===== config.mk =====
export PLATFORM = sky130hd
export DESIGN_NAME = pipe_ctrl
export DESIGN_NICKNAME = d
export VERILOG_FILES = /design/src/rtl/pipe_pkg.sv /design/src/rtl/mem_wait_fsm.sv /design/src/rtl/pipe_ctrl.sv
export SDC_FILE = /design/constraint.sdc
export NUM_CORES = 1
export LEC_CHECK = 0
export ABC_AREA = 1
export CAP_MARGIN = 15
export CORE_UTILIZATION = 46
export DETAILED_ROUTE_END_ITERATION = 10
export PLACE_DENSITY_LB_ADDON = 0.1
export SLEW_MARGIN = 10
export SYNTH_ARGS = -nofsm -noshare
export SYNTH_HDL_FRONTEND = slang
export SYNTH_SLANG_ARGS = --single-unit

===== constraint.sdc =====
create_clock -name clk -period 3.79 [get_ports clk]
set_input_delay 0.758 -clock clk [delete_from_list [all_inputs] [get_ports clk]]
set_output_delay 0.758 -clock clk [all_outputs]
set_load 0.05 [all_outputs]

===== src/rtl/pipe_pkg.sv =====
// Shared types and constants for the pipeline control unit.
package pipe_pkg;

  // EXE operand mux selects
  localparam logic [1:0] FWD_REG = 2'd0;
  localparam logic [1:0] FWD_MEM = 2'd1;
  localparam logic [1:0] FWD_WB  = 2'd2;

  // Data-memory wait-state FSM
  typedef enum logic {StIdle, StWait} mw_state_e;

  // The youngest producer (EXE) wins over the older one (MEM)
  function automatic logic [1:0] fwd_select(input logic exe_hit, input logic mem_hit);
    if (exe_hit)      return FWD_MEM;
    else if (mem_hit) return FWD_WB;
    else              return FWD_REG;
  endfunction

endpackage


===== src/rtl/mem_wait_fsm.sv =====
// Holds the pipeline while a slow data-memory access completes.
module mem_wait_fsm
  import pipe_pkg::*;
#(
  parameter int unsigned MEM_WAIT = 0
) (
  input  logic clk,
  input  logic rst,
  input  logic mem_access,
  output logic freeze
);

  localparam logic            WaitEn = (MEM_WAIT != 0);
  localparam int unsigned     CntW   = (MEM_WAIT > 0) ? $clog2(MEM_WAIT + 1) : 1;
  localparam logic [CntW-1:0] CntMax = CntW'(MEM_WAIT);

  mw_state_e       state_d, state_q;
  logic [CntW-1:0] cnt_d, cnt_q;

  // Next state and freeze; freeze is high for the first MEM_WAIT cycles of an access
  always_comb begin
    state_d = state_q;
    cnt_d   = cnt_q;
    freeze  = 1'b0;
    unique case (state_q)
      StIdle: begin
        if (WaitEn && mem_access) begin
          // a new access is not started while reset is being applied
          freeze  = !rst;
          cnt_d   = CntW'(1);
          state_d = StWait;
        end
      end
      StWait: begin
        if (cnt_q != CntMax) begin
          freeze = 1'b1;
          cnt_d  = cnt_q + CntW'(1);
        end else begin
          // release cycle: MEM completes, pipeline moves
          cnt_d   = '0;
          state_d = StIdle;
        end
      end
    endcase
  end

  // State and counter registers, synchronous reset
  always_ff @(posedge clk) begin
    if (rst) begin
      state_q <= StIdle;
      cnt_q   <= '0;
    end else begin
      state_q <= state_d;
      cnt_q   <= cnt_d;
    end
  end

endmodule


===== src/rtl/pipe_ctrl.sv =====
// Pipeline control: load-use/RAW hazards, forwarding selects, branch flush, memory freeze.
module pipe_ctrl
  import pipe_pkg::*;
#(
  parameter int unsigned REG_W    = 4,
  parameter int unsigned MEM_WAIT = 0,
  parameter int unsigned FWD_EN   = 1
) (
  input  logic             clk,
  input  logic             rst,
  input  logic [REG_W-1:0] id_src1,
  input  logic [REG_W-1:0] id_src2,
  input  logic             id_two_src,
  input  logic             id_move,
  input  logic [REG_W-1:0] exe_dest,
  input  logic             exe_wb_en,
  input  logic             exe_mem_r_en,
  input  logic [REG_W-1:0] mem_dest,
  input  logic             mem_wb_en,
  input  logic             mem_access,
  input  logic             exe_branch,
  output logic             freeze,
  output logic             stall,
  output logic             ifid_flush,
  output logic             idexe_flush,
  output logic [1:0]       fwd_sel_a,
  output logic [1:0]       fwd_sel_b,
  output logic [15:0]      stall_cycles
);

  localparam logic FwdOn = (FWD_EN != 0);

  logic        use1, use2;
  logic        exe_hit1, exe_hit2, mem_hit1, mem_hit2;
  logic        lu;
  logic [1:0]  sel_a, sel_b;
  logic [1:0]  fwd_a_d, fwd_a_q, fwd_b_d, fwd_b_q;
  logic [15:0] stall_cycles_d, stall_cycles_q;

  mem_wait_fsm #(
    .MEM_WAIT (MEM_WAIT)
  ) u_mem_wait_fsm (
    .clk        (clk),
    .rst        (rst),
    .mem_access (mem_access),
    .freeze     (freeze)
  );

  // Operand match terms and hazard detection
  always_comb begin
    use1     = !id_move;
    use2     = id_two_src;
    exe_hit1 = use1 & exe_wb_en & (id_src1 == exe_dest);
    exe_hit2 = use2 & exe_wb_en & (id_src2 == exe_dest);
    mem_hit1 = use1 & mem_wb_en & (id_src1 == mem_dest);
    mem_hit2 = use2 & mem_wb_en & (id_src2 == mem_dest);
    if (FwdOn) begin
      lu    = exe_mem_r_en & (exe_hit1 | exe_hit2);
      sel_a = fwd_select(exe_hit1, mem_hit1);
      sel_b = fwd_select(exe_hit2, mem_hit2);
    end else begin
      lu    = exe_hit1 | exe_hit2 | mem_hit1 | mem_hit2;
      sel_a = FWD_REG;
      sel_b = FWD_REG;
    end
  end

  // Prioritised control: rst > freeze > branch > load-use > normal
  always_comb begin
    stall       = 1'b0;
    ifid_flush  = 1'b0;
    idexe_flush = 1'b0;
    fwd_a_d     = fwd_a_q;
    fwd_b_d     = fwd_b_q;
    if (rst) begin
      fwd_a_d = FWD_REG;
      fwd_b_d = FWD_REG;
    end else if (freeze) begin
      // everything holds, including the selects
    end else if (exe_branch) begin
      ifid_flush  = 1'b1;
      idexe_flush = 1'b1;
      fwd_a_d     = FWD_REG;
      fwd_b_d     = FWD_REG;
    end else if (lu) begin
      stall       = 1'b1;
      idexe_flush = 1'b1;
      fwd_a_d     = FWD_REG;
      fwd_b_d     = FWD_REG;
    end else begin
      fwd_a_d = sel_a;
      fwd_b_d = sel_b;
    end
  end

  // Saturating stall/freeze cycle counter
  always_comb begin
    stall_cycles_d = stall_cycles_q;
    if ((stall | freeze) && (stall_cycles_q != 16'hFFFF)) begin
      stall_cycles_d = stall_cycles_q + 16'd1;
    end
  end

  // Registered selects and counter
  always_ff @(posedge clk) begin
    if (rst) begin
      fwd_a_q        <= FWD_REG;
      fwd_b_q        <= FWD_REG;
      stall_cycles_q <= '0;
    end else begin
      fwd_a_q        <= fwd_a_d;
      fwd_b_q        <= fwd_b_d;
      stall_cycles_q <= stall_cycles_d;
    end
  end

  assign fwd_sel_a    = fwd_a_q;
  assign fwd_sel_b    = fwd_b_q;
  assign stall_cycles = stall_cycles_q;

endmodule


# [After elaboration in Yosys (flattened, before gate mapping)]
# Cells that the tools add are included.
# W data, S select, Z words.
[totals] regBits=22 input_bits=25 output_inout_bits=24 wordCells=46
[op_classes] n_addsub=2 eq_ne=5 mux=21 bitwise=11 n_reduce_logical=2
[ops] cell="$add A16 B1 Y16 const B" n=1
[ops] cell="$eq A4 B4 Y1" n=4
[ops] cell="$mux W2" n=8
[ops] cell="$ne A16 B16 Y1 const B" n=1
[ops] cell="$mux W1" n=13
[ops] cell="$and A1 B1 Y1" n=9
[ops] cell="$or A1 B1 Y1" n=2
[ops] cell="$add A1 B1 Y1 const B" n=1
[ops] cell="$logic_and A1 B1 Y1" n=1
[ops] cell="$logic_not A1 Y1" n=1

# [Depth between registers and ports, before layout]
# Gate-level depths: netlist of run 1.
[depth] depth_word=11 ltp_mapped=12 mapped_depth_nobuf=11

# [Modules after synthesis]
# From an unflattened synthesis of run 1, not the netlist that was laid out.
[unflattened] cells_unflattened=225 hier_area_um2=1375.1
[modules_own_cells] mod="pipe_ctrl" instances=1 cells_each=223 area_each_um2=1363.8 seq_area_each_um2=400.4
[modules_own_cells] mod="mem_wait_fsm" instances=1 cells_each=2 area_each_um2=11.3 seq_area_each_um2=0.0

# [Worst setup path before layout of run 1]
# Ideal clock, no wire load.
[synth_timing] kind="input to output" startpoint="in id_move" endpoint="out idexe_flush" t_arrival_ns=2.047 required_ns=3.032 setup_slack_ns=0.985 stages=7 n_path_buf=0 path_cell_list="inv_1 nand2_1 a21oi_1 nand3_2 nand2_2 nand2_1 a21oi_1"
[synth_via] elab_chain_len=9
[synth_rtl] element="start: declaration" line_no="pipe_ctrl.sv:14" text="input logic id_move,"
[synth_rtl] element="$logic_not A1 Y1" line_no="pipe_ctrl.sv:51" text="use1 = !id_move;"
[synth_rtl] element="$and A1 B1 Y1 (2 in series)" line_no="pipe_ctrl.sv:53" text="exe_hit1 = use1 & exe_wb_en & (id_src1 == exe_dest);"
[synth_rtl] element="$or A1 B1 Y1"
[synth_rtl] element="$and A1 B1 Y1" line_no="pipe_ctrl.sv:58" text="lu = exe_mem_r_en & (exe_hit1 | exe_hit2);"
[synth_rtl] element="$mux W1" line_no="pipe_ctrl.sv:85" text="end else if (lu) begin"
[synth_rtl] element="$mux W1" line_no="pipe_ctrl.sv:80" text="end else if (exe_branch) begin"
[synth_rtl] element="$mux W1" line_no="pipe_ctrl.sv:78" text="end else if (freeze) begin"
[synth_rtl] element="$mux W1" line_no="pipe_ctrl.sv:75" text="if (rst) begin"
[synth_rtl] element="end: declaration" line_no="pipe_ctrl.sv:25" text="output logic idexe_flush,"
# No other way between the ends.

# [Final worst setup path of run 1]
[layout_timing] startpoint="in exe_dest[0]" endpoint="out idexe_flush"
[layout_via] elab_chain_len=8 elab_cells_between_ends=10 cone_classes="2 x eq/ne; 4 x mux; 4 x bitwise"
[layout_rtl] element="start: declaration" line_no="pipe_ctrl.sv:15" text="input logic [REG_W-1:0] exe_dest,"
[layout_rtl] element="$eq A4 B4 Y1 (on tied branches)" line_no="pipe_ctrl.sv:53, pipe_ctrl.sv:54"
[layout_rtl] element="$and A1 B1 Y1 (on tied branches)" line_no="pipe_ctrl.sv:53, pipe_ctrl.sv:54"
[layout_rtl] element="$or A1 B1 Y1 *"
[layout_rtl] element="$and A1 B1 Y1 *" line_no="pipe_ctrl.sv:58"
[layout_rtl] element="$mux W1 *" line_no="pipe_ctrl.sv:85"
[layout_rtl] element="$mux W1 *" line_no="pipe_ctrl.sv:80"
[layout_rtl] element="$mux W1 *" line_no="pipe_ctrl.sv:78"
[layout_rtl] element="$mux W1 *" line_no="pipe_ctrl.sv:75"
# Every way passes the cells marked *; elsewhere a longest branch is shown, timed or not.

==> flow_summary.ini, run 1 <==
[clock_tree]
clk_pin_slew_worst_paths_ps = 120
cts-htree-levels = 1
clkSinkCount = 20
holdBufCountCts = 0
tritoncts_clock_tree = yes
post_cts_resized = 0
cts_setup_buffers = 0
clk_latency_ps = 300
cts_max_path_buffers = 2
tritoncts.num_buffers = 3
cts-root-buf = sky130_fd_sc_hd__clkbuf_4

[detailed_routing]
route.vias.total = 1389
detail-route-antenna-nets = 0
first_pass_iters = 4
routed_len_inst_um = 10.3
drt-total-wl_mm = 2.87
route.detailed.vias_per_inst = 4.96
drcViolationCount = 0
drt_iter0_markers = 21

[floorplan]
die_area_um2 = 2940
design.core.area_um2 = 2520
die_height_um = 54.2
fp-row-count = 18
start_util_pct = 49.7
die_width_um = 54.2
pin_count = 49

[outcome]
run_status = completed

[hold_path]
min_path_cells = 2
worst_hold_path.endpoint = stall_cycles[0]
hold_start = stall_cycles[0]
worstHoldPathType = reg -> reg

[finish]
multi_input_comb_area_um2 = 721
antenna_diodes = 0
areaGrowthSynthToFinish_pct = 39.8
final.fill_count = 238
sequential_cell_area_um2 = 400
finalInstanceArea_um2 = 1750
layout-drive-gt1-share_pct = 7.60
fin_nets = 277

[timing]
finalCriticalPeriod_ps = 3030
maxSlewHeadroom_pct = 66.7
slew_limit_fails = 0
unrepaired_setup_endpoints_after_global_routing = false
slew_worst_pin_ps = 497
timing.final.setup_violations = 0
timing.fmax_mhz = 330
min_period_over_period_pct = 79.9
totalNegativeSetupSlack_ps = 0
fin_worst_skew_ps = 10.2
timing.final.hold_violations = 0
final_critical_path_setup_slack_ps = 761

[yosys]
post_synth.cell_area_avg_um2 = 6.17
synth_seq_cells = 20
postSynth.topFlopCell = sky130_fd_sc_hd__dfxtp_1
share_of_the_synthesized_area_in_the_top_cell_type_pct = 32.0
sequential_cell_area_fraction_in_the_yosys_report_pct = 32.0
post_synth_main_area_contributors = sky130_fd_sc_hd__dfxtp_1 32%, sky130_fd_sc_hd__nand2_1 17%, sky130_fd_sc_hd__nor2_1 13%
syn_inst = 203
synth_async_sr_flop_share_pct = 0
yosysWarningCount = 0
synthDominantAreaCellType = sky130_fd_sc_hd__dfxtp_1
post_synth_instance_area_um2 = 1250
synthMostInstantiatedCell = sky130_fd_sc_hd__nand2_1
synth.lib_cells_used.distinct = 27
synth_net_count = 229
most_common_library_cells_after_synthesis = 57 x sky130_fd_sc_hd__nand2_1, 44 x sky130_fd_sc_hd__nor2_1, 25 x sky130_fd_sc_hd__inv_1, 20 x sky130_fd_sc_hd__dfxtp_1, 12 x sky130_fd_sc_hd__nand3_1
number_of_flops_mapped_to_enable_cells_by_yosys = 0

[global_routing]
grtUsageTotal_pct = 22.1
vias_in_the_first_global_route = 1114
global_route.overflow_total = 0
grt_start_max_net_pins = 17
first_pass_grt_wire_length_mm = 4.64
number_of_antenna_violations_at_the_first_check_in_global_routing = 0

[critical_path]
crit-reg2reg-capture = stall_cycles[9]
worstRegToRegCells = 8
critical_path.startpoint_type = input port
slack_of_the_worst_reg_to_reg_path_ps = 2090
worst_setup_path_startpoint = exe_dest[0]
crit_arrival_ps = 2270
critical_path_class = in -> out
timing.critical_path.to_type = primary output
timing.rr.start = stall_cycles[1]
timing.critical_path.required_ps = 3030
crit_fanout = 4

[place]
placer_congestion = 0.850
placed_cell_area_um2 = 1710
place_worst_setup_slack_ps = 763
port-buffer-count = 46
dpl.hpwl_mm = 2.30

[pwr]
netSwitchingFraction_pct = 25.6
worst_ir_drop_vdd_mv = 0.271
seqPwrFrac_pct = 51.4
internal-power_w = 0.000305
pwr-share-comb_pct = 18.3
power.density_cell_area_nw_per_um2 = 234
cellLeakagePower_nw = 0.759
netSwitchingPower_w = 0.000105
clock_network_fraction_of_total_power_pct = 30.4

[run]
maxCapViolations = 0
## cell usage in the layout (no fill, tap or decap)
master,instances
sky130_fd_sc_hd__dfxtp_1,20
sky130_fd_sc_hd__o21ai_0,5
sky130_fd_sc_hd__o22ai_1,2
sky130_fd_sc_hd__clkbuf_4,3
sky130_fd_sc_hd__inv_1,25
sky130_fd_sc_hd__clkbuf_8,1
sky130_fd_sc_hd__nand4_4,1
sky130_fd_sc_hd__or2_2,1
sky130_fd_sc_hd__o21ai_1,1
sky130_fd_sc_hd__nand3_1,12
sky130_fd_sc_hd__nor3_1,2
sky130_fd_sc_hd__inv_4,1
sky130_fd_sc_hd__a21oi_1,9
sky130_fd_sc_hd__nand4_2,1
sky130_fd_sc_hd__ha_1,1
sky130_fd_sc_hd__nand2_2,1
sky130_fd_sc_hd__clkdlybuf4s50_1,44
sky130_fd_sc_hd__conb_1,1
sky130_fd_sc_hd__nand4_1,3
sky130_fd_sc_hd__xnor2_1,2
sky130_fd_sc_hd__buf_4,2
sky130_fd_sc_hd__a221oi_1,1
sky130_fd_sc_hd__nand3_2,1
sky130_fd_sc_hd__nand2_1,57
sky130_fd_sc_hd__o21bai_1,2
sky130_fd_sc_hd__nor2_2,4
sky130_fd_sc_hd__a21oi_2,3
sky130_fd_sc_hd__nor2_1,44
## kinds of logic after synthesis
logic type,share of synthesized area [%]
AOI/OAI and AO/OA,11.0
other,0.299
adders and majority gates,0.999
xor gates and xnor gates,1.40
and+or+nand+nor,43.9
buffers and inverters,10.5
DFF,32.0
## power groups by stage
stage               clock, W  combinational [W]  sequential (W)
global route        0.000138          0.0000828        0.000211
finish              0.000125          0.0000750        0.000211
CTS                 0.000128          0.0000750        0.000211
detailed placement         0          0.0000748        0.000216
floorplan                  0          0.0000371        0.000217
global placement           0          0.0000741        0.000216
## how the worst max path moves through the flow
stage                       end  depth (start not counted)
global placement    idexe_flush                         10
floorplan           idexe_flush                          7
finish              idexe_flush                         10
detailed placement  idexe_flush                         10
global route        idexe_flush                         10
CTS                 idexe_flush                         10
## area by class of cell
type | count | area share, %
sequential | 20 | 22.9
multi-input combinational | 154 | 41.2
tap | 30 | 2.14
inverter | 26 | 5.72
timing repair buffer | 46 | 26.0
clock buffer | 4 | 2.07
## state kept, by name, indices dropped and copies added, names as in the netlist
name / flops
stall_cycles: 16
fwd_sel_b: 2
fwd_sel_a: 2
## metrics by stage
step	util, %	hold slack (ps)	instances	total power, W
2_1_floorplan	-	708	203	0.000254
3_3_place_gp	68.0	495	276	0.000290
3_5_place_dp	68.0	500	276	0.000290
4_1_cts	69.4	516	280	0.000414
5_1_grt	69.4	550	280	0.000432
6_report	69.4	518	280	0.000410
## worst max-delay path, cell delays in order
cell and delay (ps):
sky130_fd_sc_hd__clkdlybuf4s50_1 480, sky130_fd_sc_hd__inv_1 70, sky130_fd_sc_hd__nand2_1 60, sky130_fd_sc_hd__nand2_1 50
sky130_fd_sc_hd__nor2_1 110, sky130_fd_sc_hd__nand3_1 160, sky130_fd_sc_hd__nand2_2 150, sky130_fd_sc_hd__nand2_1 80
sky130_fd_sc_hd__a21oi_1 140, sky130_fd_sc_hd__buf_4 210
## layer usage
metal	global-route usage [%]	up-vias	routed length, um
li1	-	727	-
met1	27.7	616	1410
met2	36.8	39	1270
met3	5.37	7	153
met4	6.41	0	39
met5	0	-	0
Note: power is estimated with default switching activity, not from simulation.
==> run 2, diff against run 1 <==
Settings changed: CORE_UTILIZATION 46 to 39.
Clock period 3.79 ns to 2.78 ns, I/O delays scaled along.
==> run 2 against run 1 <==
Sequential cell count is the same. Count of clock-buffer cells in the layout unchanged. Register-to-register slack got worse by 1000 ps. Clock power is 35% higher. Largest cell class unchanged. Highest routed layer unchanged.
==> flow_summary.ini, run 2 (synthesis results as in run 1) <==
[place]
placed_cell_area_um2 = 1760
dpl.hpwl_mm = 2.20
port-buffer-count = 46
placer_congestion = 0.875

[timing]
unrepaired_setup_endpoints_after_global_routing = false
finalCriticalPeriod_ps = 2610
finalHoldWorstSlack_ps = 517
fin_worst_skew_ps = 4.77
slew_worst_pin_ps = 502
min_period_over_period_pct = 94.0
maxSlewHeadroom_pct = 66.4
timing.fmax_mhz = 383
timing.final.setup_violations = 0
slew_limit_fails = 0
timing.final.hold_violations = 0
totalNegativeSetupSlack_ps = 0

[finish]
final_cell_mix = 57 x sky130_fd_sc_hd__nand2_1, 44 x sky130_fd_sc_hd__nor2_1, 43 x sky130_fd_sc_hd__clkdlybuf4s50_1
largest_register_ff_count = 16
finalInstanceArea_um2 = 1800
multi_input_comb_area_um2 = 721
fin_nets = 278
commonest_non_fill_non_tap_cell_in_the_layout = sky130_fd_sc_hd__nand2_1
areaGrowthSynthToFinish_pct = 43.6
sequential_cell_area_um2 = 400
antenna_diodes = 0
final.fill_count = 305
layout-drive-gt1-share_pct = 8.37

[clock_tree]
post_cts_resized = 0
cts-root-buf = sky130_fd_sc_hd__clkbuf_4
clk_pin_slew_worst_paths_ps = 110
tritoncts.num_buffers = 3
cts_setup_buffers = 0
clk_latency_ps = 300
holdBufCountCts = 0
tritoncts_clock_tree = yes
cts-htree-levels = 1
cts_max_path_buffers = 2
clkSinkCount = 20

[floorplan]
pin_count = 49
fp-row-count = 20
start_util_pct = 41.0
die_width_um = 58.7
die_height_um = 58.7
die_area_um2 = 3440
design.core.area_um2 = 3050

[critical_path]
timing.critical_path.to_type = primary output
crit-reg2reg-capture = stall_cycles[10]
critical_path_class = in -> out
crit_fanout = 3
timing.rr.start = stall_cycles[1]
critPathBufInv = 3
timing.critical_path.slowest_cell_delay_ps = 530
crit_arrival_ps = 2060
timing.critical_path.required_ps = 2220
crit_path_top_delay_cell = sky130_fd_sc_hd__clkdlybuf4s50_1
worstPathCellList = clkdlybuf4s50_1 -> inv_1 -> nand2_1 -> nand2_1 -> nor2_1 -> nand3_1 -> nand2_2 -> nand2_1 -> a21oi_1 -> buf_12
timing.critical_path.max_delay_family = buffers and inverters
critical_path.startpoint_type = input port
worstRegToRegCells = 8
critPathMostFrequentCell = sky130_fd_sc_hd__nand2_1
slack_of_the_worst_reg_to_reg_path_ps = 1080

[global_routing]
number_of_antenna_violations_at_the_first_check_in_global_routing = 0
grt_start_max_net_pins = 17
first_pass_grt_wire_length_mm = 4.62
vias_in_the_first_global_route = 1101
grtUsageTotal_pct = 17.4
global_route.overflow_total = 0

[detailed_routing]
detail-route-antenna-nets = 0
routed_len_inst_um = 9.72
route.vias.total = 1338
first_pass_iters = 4
drcViolationCount = 0
route.detailed.vias_per_inst = 4.54
drt_iter0_markers = 37
drt-total-wl_mm = 2.87

[pwr]
cellLeakagePower_nw = 0.772
worst_ir_drop_vdd_mv = 0.253
power.density_cell_area_nw_per_um2 = 312

[outcome]
run_status = completed

[hold_path]
hold_start = stall_cycles[12]
worst_hold_path.endpoint = stall_cycles[12]
worstHoldPathType = reg -> reg
min_path_cells = 2

[run]
maxCapViolations = 0
## run 2: metal layers
layer / vias up / share of wire (%) / global-route usage, %
li1: 729 / - / -
met1: 563 / 49 / 22.7
met2: 41 / 42 / 27.8
met3: 5 / 6.8 / 4.18
met4: 0 / 1.6 / 7.14
met5: - / 0 / 0
## run 2: per-stage QoR
| stage | utilization [%] | std cells | setup WS [ps] | power (W) |
|---|---|---|---|---|
| CTS | 58.9 | 295 | 151 | 0.000571 |
| detailed placement | 57.7 | 291 | 165 | 0.000399 |
| global placement | 57.7 | 291 | 170 | 0.000399 |
| global route | 58.9 | 295 | 54.6 | 0.000590 |
| floorplan | - | 203 | 379 | 0.000346 |
| finish | 58.9 | 295 | 167 | 0.000562 |
## run 2: worst min-delay path: cells and delay by family, from the launching register on
family | cells | cell delay, ps
flops | 1 | 360
buf+inv | 1 | 70
compound gates | 1 | 50
## run 2: how the worst max path moves through the flow
stage / start / to / slack [ps] / depth (start not counted)
after floorplan: id_move / idexe_flush / 380 / 7
after global placement: id_src2[2] / idexe_flush / 170 / 10
after detailed placement: id_src2[2] / idexe_flush / 170 / 10
after CTS: id_src2[2] / idexe_flush / 150 / 10
after global routing: id_src2[2] / idexe_flush / 50 / 10
final: id_src2[2] / idexe_flush / 170 / 10
## run 2: power by group
group | switching (W) | leakage (nW) | internal [W]
clock network | 0.0000887 | 0.0210 | 0.0000800
registers | 0.000000309 | 0.161 | 0.000287
logic | 0.0000539 | 0.590 | 0.0000517
total | 0.000143 | 0.772 | 0.000419
## run 2: layout make-up
class | instances | share of cell area (%)
Inverter | 26 | 5.57
Timing Repair Buffer | 47 | 27.0
Tap cell | 44 | 3.06
Sequential cell | 20 | 22.3
Clock buffer | 4 | 2.02
Multi-Input combinational cell | 154 | 40.1
==> run 3, diff against run 2 <==
Settings changed: CAP_MARGIN 15 to unset.
==> results of run 3 <==
No change in the layout: final DEF, timing and power equal those of run 2.
